===== config.mk =====
export PLATFORM = sky130hd
export DESIGN_NAME = ll_page_walker_flat
export DESIGN_NICKNAME = d
export VERILOG_FILES = /design/src/rtl/ll_page_walker_pkg.sv /design/src/rtl/ll_page_walker_if.sv /design/src/rtl/ll_rr_arb.sv /design/src/rtl/ll_page_walker.sv /design/src/flat_wrapper.sv
export SDC_FILE = /design/constraint.sdc
export NUM_CORES = 1
export LEC_CHECK = 0
export ABC_AREA = 0
export ABC_CLOCK_PERIOD_IN_PS = 3550
export BUFFER_PORTS_ARGS = -buffer_cell sky130_fd_sc_hd__clkbuf_2
export CAP_MARGIN = 25
export CORE_ASPECT_RATIO = 0.8
export CORE_MARGIN = 2
export CORE_UTILIZATION = 35
export CTS_BUF_LIST = sky130_fd_sc_hd__clkbuf_16
export DETAILED_ROUTE_END_ITERATION = 10
export GPL_TIMING_DRIVEN = 0
export PLACE_DENSITY_LB_ADDON = 0.12
export SYNTH_ARGS = -nofsm -noshare
export SYNTH_HDL_FRONTEND = slang
export SYNTH_HIERARCHICAL = 1
export SYNTH_SLANG_ARGS = --single-unit
export TNS_END_PERCENT = 100

===== constraint.sdc =====
create_clock -name clk -period 3.55 [get_ports clk]
set_input_delay 0.5325 -clock clk [delete_from_list [all_inputs] [get_ports clk]]
set_output_delay 0.5325 -clock clk [all_outputs]
set_load 0.005 [all_outputs]

===== src/rtl/ll_page_walker_pkg.sv =====
// Shared types and width helpers for the link-list page walker slice.
package ll_page_walker_pkg;

    typedef enum logic [2:0] {
        IDLE,
        RDREQ,
        RDRSP,
        RETWAIT,
        FIN
    } walk_state_e;

    // Link data is one bit wider than a page number; the extra msb flags the stop page.
    function automatic int unsigned stop_bit(input int unsigned lpsz);
        return lpsz;
    endfunction

    function automatic int unsigned port_w(input int unsigned ports);
        return (ports < 2) ? 1 : $clog2(ports);
    endfunction

    function automatic int unsigned cnt_w(input int unsigned maxpg);
        return $clog2(maxpg + 1);
    endfunction

endpackage


===== src/rtl/ll_page_walker_if.sv =====
// Handshake bundle between the page walker and its queues, link RAM, free list and completion sink.
interface ll_page_walker_if
    import ll_page_walker_pkg::*;
#(
    parameter int unsigned lpsz  = 8,
    parameter int unsigned ports = 4,
    parameter int unsigned maxpg = 64
);
    localparam int unsigned lpdsz = lpsz + 1;
    localparam int unsigned pw    = port_w(ports);
    localparam int unsigned cw    = cnt_w(maxpg);

    logic [ports-1:0]      op_srdy;
    logic [ports-1:0]      op_drdy;
    logic [ports*lpsz-1:0] op_page;
    logic                  rlp_srdy;
    logic                  rlp_drdy;
    logic [lpsz-1:0]       rlp_rd_page;
    logic                  rlpr_srdy;
    logic                  rlpr_drdy;
    logic [lpdsz-1:0]      rlpr_data;
    logic                  lprt_srdy;
    logic                  lprt_drdy;
    logic [lpsz-1:0]       lprt_page_list;
    logic                  done_srdy;
    logic                  done_drdy;
    logic [pw-1:0]         done_port;
    logic [cw-1:0]         done_pgcount;
    logic                  done_err;

    modport master (
        input  op_srdy, op_page, rlp_drdy, rlpr_srdy, rlpr_data, lprt_drdy, done_drdy,
        output op_drdy, rlp_srdy, rlp_rd_page, rlpr_drdy, lprt_srdy, lprt_page_list,
               done_srdy, done_port, done_pgcount, done_err
    );

    modport slave (
        output op_srdy, op_page, rlp_drdy, rlpr_srdy, rlpr_data, lprt_drdy, done_drdy,
        input  op_drdy, rlp_srdy, rlp_rd_page, rlpr_drdy, lprt_srdy, lprt_page_list,
               done_srdy, done_port, done_pgcount, done_err
    );

endinterface


===== src/rtl/ll_rr_arb.sv =====
// Round-robin arbiter; search starts at the pointer, which moves past each winner.
module ll_rr_arb
    import ll_page_walker_pkg::*;
#(
    parameter  int unsigned ports = 4,
    localparam int unsigned pw    = port_w(ports)
) (
    input  logic             clk,
    input  logic             reset,
    input  logic             en_i,
    input  logic [ports-1:0] req_i,
    output logic             gnt_v_o,
    output logic [pw-1:0]    gnt_idx_o
);

    logic [pw-1:0] ptr_q;
    logic [pw-1:0] idx;

    always_comb begin
        gnt_v_o   = 1'b0;
        gnt_idx_o = '0;
        idx       = '0;
        if (en_i) begin
            for (int unsigned off = 0; off < ports; off++) begin
                idx = pw'((32'(ptr_q) + off) % ports);
                if (!gnt_v_o && req_i[idx]) begin
                    gnt_v_o   = 1'b1;
                    gnt_idx_o = idx;
                end
            end
        end
    end

    always_ff @(posedge clk or negedge reset) begin
        if (!reset) begin
            ptr_q <= '0;
        end else if (gnt_v_o) begin
            ptr_q <= (gnt_idx_o == pw'(ports - 1)) ? '0 : gnt_idx_o + 1'b1;
        end
    end

endmodule


===== src/rtl/ll_page_walker.sv =====
// Walks one packet's page chain at a time, returning each page and posting a completion record.
module ll_page_walker
    import ll_page_walker_pkg::*;
#(
    parameter int unsigned lpsz  = 8,
    parameter int unsigned ports = 4,
    parameter int unsigned maxpg = 64
) (
    input logic             clk,
    input logic             reset,
    ll_page_walker_if.master bus
);

    localparam int unsigned pw = port_w(ports);
    localparam int unsigned cw = cnt_w(maxpg);
    localparam int unsigned sb = stop_bit(lpsz);

    walk_state_e       state_q, state_d;
    logic [ports-1:0]  hold_v_q, hold_v_d;
    logic [lpsz-1:0]   hold_pg_q [ports];
    logic [lpsz-1:0]   cur_q, cur_d;
    logic [lpsz:0]     nxt_q, nxt_d;
    logic [cw-1:0]     cnt_q, cnt_d;
    logic [pw-1:0]     port_q, port_d;
    logic              err_q, err_d;
    logic              rb_v_q, rb_v_d;
    logic [lpsz-1:0]   rb_pg_q;
    logic              gnt_v;
    logic [pw-1:0]     gnt_idx;
    logic              rb_free, push, adv, stop, abort;
    logic [lpsz:0]     link;
    logic [cw-1:0]     link_cnt;

    ll_rr_arb #(.ports(ports)) u_arb (
        .clk       (clk),
        .reset     (reset),
        .en_i      (state_q == IDLE),
        .req_i     (hold_v_q),
        .gnt_v_o   (gnt_v),
        .gnt_idx_o (gnt_idx)
    );

    always_comb begin
        hold_v_d = hold_v_q | (bus.op_srdy & ~hold_v_q);
        if (gnt_v) hold_v_d[gnt_idx] = 1'b0;
    end

    // A response that meets a full, non-draining buffer is parked in nxt_q/cnt_q and
    // replayed from RETWAIT, so both states share the advance decision below.
    always_comb begin
        state_d  = state_q;
        cur_d    = cur_q;
        nxt_d    = nxt_q;
        cnt_d    = cnt_q;
        port_d   = port_q;
        err_d    = err_q;
        push     = 1'b0;
        adv      = 1'b0;
        rb_free  = !rb_v_q || bus.lprt_drdy;
        link     = (state_q == RDRSP) ? bus.rlpr_data : nxt_q;
        link_cnt = (state_q == RDRSP) ? cnt_q + 1'b1 : cnt_q;
        stop     = link[sb];
        abort    = !stop && (link_cnt == cw'(maxpg));
        unique case (state_q)
            IDLE: if (gnt_v) begin
                state_d = RDREQ;
                cur_d   = hold_pg_q[gnt_idx];
                port_d  = gnt_idx;
                cnt_d   = '0;
                err_d   = 1'b0;
            end
            RDREQ: if (bus.rlp_drdy) state_d = RDRSP;
            RDRSP: if (bus.rlpr_srdy) begin
                nxt_d = link;
                cnt_d = link_cnt;
                if (rb_free) adv = 1'b1;
                else         state_d = RETWAIT;
            end
            RETWAIT: if (rb_free) adv = 1'b1;
            FIN: if (!rb_v_q && bus.done_drdy) state_d = IDLE;
            default: state_d = IDLE;
        endcase
        if (adv) begin
            push = 1'b1;
            if (stop || abort) begin
                state_d = FIN;
                err_d   = abort;
            end else begin
                state_d = RDREQ;
                cur_d   = link[lpsz-1:0];
            end
        end
        rb_v_d = (rb_v_q && !bus.lprt_drdy) || push;
    end

    always_ff @(posedge clk or negedge reset) begin
        if (!reset) begin
            state_q  <= IDLE;
            hold_v_q <= '0;
            for (int unsigned i = 0; i < ports; i++) hold_pg_q[i] <= '0;
            cur_q    <= '0;
            nxt_q    <= '0;
            cnt_q    <= '0;
            port_q   <= '0;
            err_q    <= 1'b0;
            rb_v_q   <= 1'b0;
            rb_pg_q  <= '0;
        end else begin
            state_q  <= state_d;
            hold_v_q <= hold_v_d;
            for (int unsigned i = 0; i < ports; i++) begin
                if (bus.op_srdy[i] && !hold_v_q[i]) hold_pg_q[i] <= bus.op_page[i*lpsz +: lpsz];
            end
            cur_q    <= cur_d;
            nxt_q    <= nxt_d;
            cnt_q    <= cnt_d;
            port_q   <= port_d;
            err_q    <= err_d;
            rb_v_q   <= rb_v_d;
            if (push) rb_pg_q <= cur_q;
        end
    end

    assign bus.op_drdy        = ~hold_v_q;
    assign bus.rlp_srdy       = (state_q == RDREQ);
    assign bus.rlp_rd_page    = cur_q;
    assign bus.rlpr_drdy      = (state_q == RDRSP);
    assign bus.lprt_srdy      = rb_v_q;
    assign bus.lprt_page_list = rb_pg_q;
    assign bus.done_srdy      = (state_q == FIN) && !rb_v_q;
    assign bus.done_port      = port_q;
    assign bus.done_pgcount   = cnt_q;
    assign bus.done_err       = err_q;

endmodule


===== src/flat_wrapper.sv =====
// flat-port wrapper written by rule: the top's interface ports become plain ports
module ll_page_walker_flat import ll_page_walker_pkg::*;
#(
    parameter int unsigned lpsz  = 8,
    parameter int unsigned ports = 4,
    parameter int unsigned maxpg = 64
)
  (clk, reset, bus_op_srdy, bus_op_page, bus_rlp_drdy, bus_rlpr_srdy, bus_rlpr_data, bus_lprt_drdy, bus_done_drdy, bus_op_drdy, bus_rlp_srdy, bus_rlp_rd_page, bus_rlpr_drdy, bus_lprt_srdy, bus_lprt_page_list, bus_done_srdy, bus_done_port, bus_done_pgcount, bus_done_err);
  ll_page_walker_if #(.lpsz(lpsz), .ports(ports), .maxpg(maxpg)) bus_i ();
  input logic clk;
  input logic reset;
  input wire logic [$bits(bus_i.op_srdy)-1:0] bus_op_srdy;
  input wire logic [$bits(bus_i.op_page)-1:0] bus_op_page;
  input wire logic [$bits(bus_i.rlp_drdy)-1:0] bus_rlp_drdy;
  input wire logic [$bits(bus_i.rlpr_srdy)-1:0] bus_rlpr_srdy;
  input wire logic [$bits(bus_i.rlpr_data)-1:0] bus_rlpr_data;
  input wire logic [$bits(bus_i.lprt_drdy)-1:0] bus_lprt_drdy;
  input wire logic [$bits(bus_i.done_drdy)-1:0] bus_done_drdy;
  output wire logic [$bits(bus_i.op_drdy)-1:0] bus_op_drdy;
  output wire logic [$bits(bus_i.rlp_srdy)-1:0] bus_rlp_srdy;
  output wire logic [$bits(bus_i.rlp_rd_page)-1:0] bus_rlp_rd_page;
  output wire logic [$bits(bus_i.rlpr_drdy)-1:0] bus_rlpr_drdy;
  output wire logic [$bits(bus_i.lprt_srdy)-1:0] bus_lprt_srdy;
  output wire logic [$bits(bus_i.lprt_page_list)-1:0] bus_lprt_page_list;
  output wire logic [$bits(bus_i.done_srdy)-1:0] bus_done_srdy;
  output wire logic [$bits(bus_i.done_port)-1:0] bus_done_port;
  output wire logic [$bits(bus_i.done_pgcount)-1:0] bus_done_pgcount;
  output wire logic [$bits(bus_i.done_err)-1:0] bus_done_err;
  assign bus_i.op_srdy = bus_op_srdy;
  assign bus_i.op_page = bus_op_page;
  assign bus_i.rlp_drdy = bus_rlp_drdy;
  assign bus_i.rlpr_srdy = bus_rlpr_srdy;
  assign bus_i.rlpr_data = bus_rlpr_data;
  assign bus_i.lprt_drdy = bus_lprt_drdy;
  assign bus_i.done_drdy = bus_done_drdy;
  assign bus_op_drdy = bus_i.op_drdy;
  assign bus_rlp_srdy = bus_i.rlp_srdy;
  assign bus_rlp_rd_page = bus_i.rlp_rd_page;
  assign bus_rlpr_drdy = bus_i.rlpr_drdy;
  assign bus_lprt_srdy = bus_i.lprt_srdy;
  assign bus_lprt_page_list = bus_i.lprt_page_list;
  assign bus_done_srdy = bus_i.done_srdy;
  assign bus_done_port = bus_i.done_port;
  assign bus_done_pgcount = bus_i.done_pgcount;
  assign bus_done_err = bus_i.done_err;
  ll_page_walker #(.lpsz(lpsz), .ports(ports), .maxpg(maxpg)) u_core (.clk(clk), .reset(reset), .bus(bus_i));
endmodule

==> metrics.md <==
| Metric | Value |
|---|---|
| Outcome | `finished, final reports clean` |
| DRT Pass-1 Iters | `5` |
| Least-Margin Pin Slew | `0.751 ns` |
| First-pass GRT wire length | `14000 um` |
| Synth area leaders | `dfrtp_1 52%, mux2_2 16%, mux2i_1 7.0%` |
| Ratio of cells with drive above 1 in the final layout | `45.5%` |
| Cell Chain, Critical Path | `mux2_4 > a222oi_1 > and2_1 > buf_1 > mux4_2 > mux2i_1 > mux2i_1` |
| Commonest cells after routing, fill and taps aside | `82 x clkbuf_2, 77 x dfrtp_1, 53 x mux2_2` |
| CTS tree | `built` |
| Met2 routed WL | `3870 um` |
| Post-route minimum period | `3.07 ns` |
| Final hold violation count | `0` |
| Number of synthesized flops with an enable pin | `0` |
| Top-area cell type share of the netlist area | `52.0%` |
| Vias post-DR | `2621` |
| Crit-path slowest cell | `mux4_2` |
| Critical path's largest stage delay | `about 0.61 ns` |
| ANT nets after route | `0` |
| Final GP Congestion | `0.746` |
| Wire length on met3 | `542 um` |
| Largest net degree at the start of global routing | `63` |
| Die span in y | `between 90 and 100 um` |
| Final Cell Area | `4600 um^2` |
| Clock skew | `0.00427 ns` |
| Cell taking the most area after synthesis | `dfrtp_1` |
| PD cells | `roughly 900 nW/um^2` |
| Worst Setup Path Type | `flip-flop to flip-flop` |
| Post-CTS setup buffers | `0` |
| Critical Path Source Type | `flip-flop` |
| Fin crit share | `86.3%` |
| WL/cell | `16.0 um` |
| Syn Inst Count | `between 200 and 300` |
| Cell area after placement | `4320 um^2` |
| Worst-path maximum fanout | `10` |
| I/O pin count | `85` |
| Mapped Area | `3700 um^2` |
| DR iter-0 viols | `99` |
| Die area | `about 11000 um^2` |
| P_leak | `2.09 nW` |
| Main flop type after synthesis | `dfrtp_1` |
| Die width | `119 um` |
| CP endpoint kind | `flip-flop` |
| Seq/Total Area, Yosys | `52.0%` |
| Top layer used by detailed routing | `met4` |
| CTS Buf Count | `9` |
| Rows | `33` |
| Core ar. | `10300 um^2` |
| H-Tree Depth | `3` |
| Hpwl dp | `6240 um` |
| Post-CTS Hold Buffers | `0` |
| GRT overflow | `0` |
| Setup Viol. Count Final | `0` |
| Clock sinks | `77` |
| Clock Pin Slew Worst Setup and Hold Paths | `0.06 ns` |
| CP most frequent cell | `mux2i_1` |
| RSZ-0062 raised after global routing | `false` |
| Tot GR Track Use | `16.3%` |
| HP Class | `input port to asynchronous set/reset pin` |
| Ant diodes | `0` |
| Synth warn | `6` |
| Initial antenna violation count | `0` |
| Layout Area Growth over Synthesis | `24.2%` |
| Max-slew violation count | `0` |
| Vias in the first global route | `2630` |
| Max VDD drop | `0.000397 V` |
| IO Port Bufs | `a little over 80` |
| Async SR Flop Fraction | `between 90% and 100%` |
| Via density | `4.95` |
| Initial Util | `36.0%` |
| Synthesized Nets | `342` |
| Highest Clock Rate | `326 MHz` |
| Commonest non-fill, non-tap cell in the layout | `clkbuf_2` |
| DR DRC count | `0` |
| Critical path arrival | `3.28 ns` |
| DRT met1 WL | `4010 um` |
| DRT Wirelength | `8490 um` |
| Synth unique cells | `47` |
| Clock Path Buffers | `2` |
| Max cap viols | `0` |
| Clock root buffer | `clkbuf_16` |
| Syn Area/Cell | `between 10 and 15 um^2` |
| Slew HR | `49.9%` |
| Nets | `~440` |
| Clock Latency Late Sink | `between 0.3 and 0.4 ns` |
| Number of synthesized register bits | `between 70 and 80` |
| CTS resizes | `0` |
| Worst path required time | `between 3 and 4 ns` |
| Fin Setup TNS | `0 ns` |
[logic make-up after synthesis]
family / synth area share, %
multiplexers: 28.4
flip-flops: 52.0
AND/OR/NAND/NOR: 8.01
AO/OA/AOI/OAI: 6.66
buffers and inverters: 3.75
XOR/XNOR: 0.473
adder cells (fa/ha/maj): 0.676
[cells in the mapped netlist (2+ instances only)]
cell type and instances:
o32a_1 2, nand2b_1 2, a21oi_1 8, and2_1 4, o22ai_1 2, inv_1 11
nor3_1 4, buf_4 3, nand3_1 4, buf_2 6, o21ai_0 8, nand4_1 2
nand2_1 7, nor2_1 15, nor2b_1 10, mux2i_1 26, o31ai_1 2, clkbuf_1 6
mux2_2 53, mux4_2 8, ha_1 2, buf_1 2, a31oi_1 2, dfrtp_1 77
[final timing paths]
check                                          start                         to  slack (ns)  depth (start not counted)
worst max-delay path              u_core/hold_v_q[2]  u_core/bus.rlp_rd_page[4]        0.48                          7
worst min-delay path                           reset         u_core/hold_v_q[3]        0.09                          1
worst max register to register    u_core/hold_v_q[2]  u_core/bus.rlp_rd_page[4]        0.48                          7
worst min register to register  u_core/hold_pg_q[15]       u_core/hold_pg_q[15]        0.50                          1
max in group asynchronous                      reset            u_core/nxt_q[1]        2.88                          2
min in group clk                      bus_op_page[4]       u_core/hold_pg_q[28]        0.42                          2
[state kept, by name, summed over array words and instances (netlist names), 2 cells and up]
signal	cells
u_core/hold_pg_q	32
u_core/nxt_q	9
u_core/bus.lprt_page_list	8
u_core/bus.rlp_rd_page	8
u_core/bus.done_pgcount	7
u_core/hold_v_q	4
u_core/state_q	3
u_core/bus.done_port	2
u_core/u_arb/ptr_q	2
[worst max-delay path: cells and delay by family, from the launching register on]
kind	cells	cell delay [ns]
muxes	4	1.13
and+or+nand+nor	1	0.31
buffers and inverters	1	0.60
DFF	1	0.47
AOI/OAI and AO/OA	1	0.43
[report_power, final]
group	internal, mW	total, mW	leakage, nW	switching [mW]
clock network	0.475	0.850	0.128	0.375
logic	0.944	1.75	1.03	0.810
registers	1.28	1.54	0.932	0.253
[layer usage]
metal | up-vias | global-route usage (%)
met5 | - | 0
met4 | 0 | 4.46
met2 | 70 | 25.6
met1 | 1309 | 21.4
li1 | 1236 | -
met3 | 6 | 6.10
[through the flow]
step | setup slack [ns] | utilization, % | total power, mW | hold WS, ns | cells
2_1_floorplan | 0.955 | - | 2.78 | 0.237 | 289
3_3_place_gp | 0.367 | 41.8 | 3.29 | 0.484 | 512
3_5_place_dp | 0.428 | 42.1 | 3.34 | 0.455 | 513
4_1_cts | 0.434 | 44.7 | 4.22 | 0.0909 | 529
5_1_grt | 0.195 | 44.7 | 4.48 | 0.0950 | 529
6_report | 0.485 | 44.7 | 4.14 | 0.0906 | 529
[layout make-up]
class,instances,area (um^2)
inverter,12,45.0
clock inverter,7,50.0
tap,140,175
clock buffer,9,225
timing repair buffer,84,445
fill,993,5680
buffer,18,93.8
multi-input combinational,182,1640
sequential,77,1930
(Power assumes the default switching activity.)
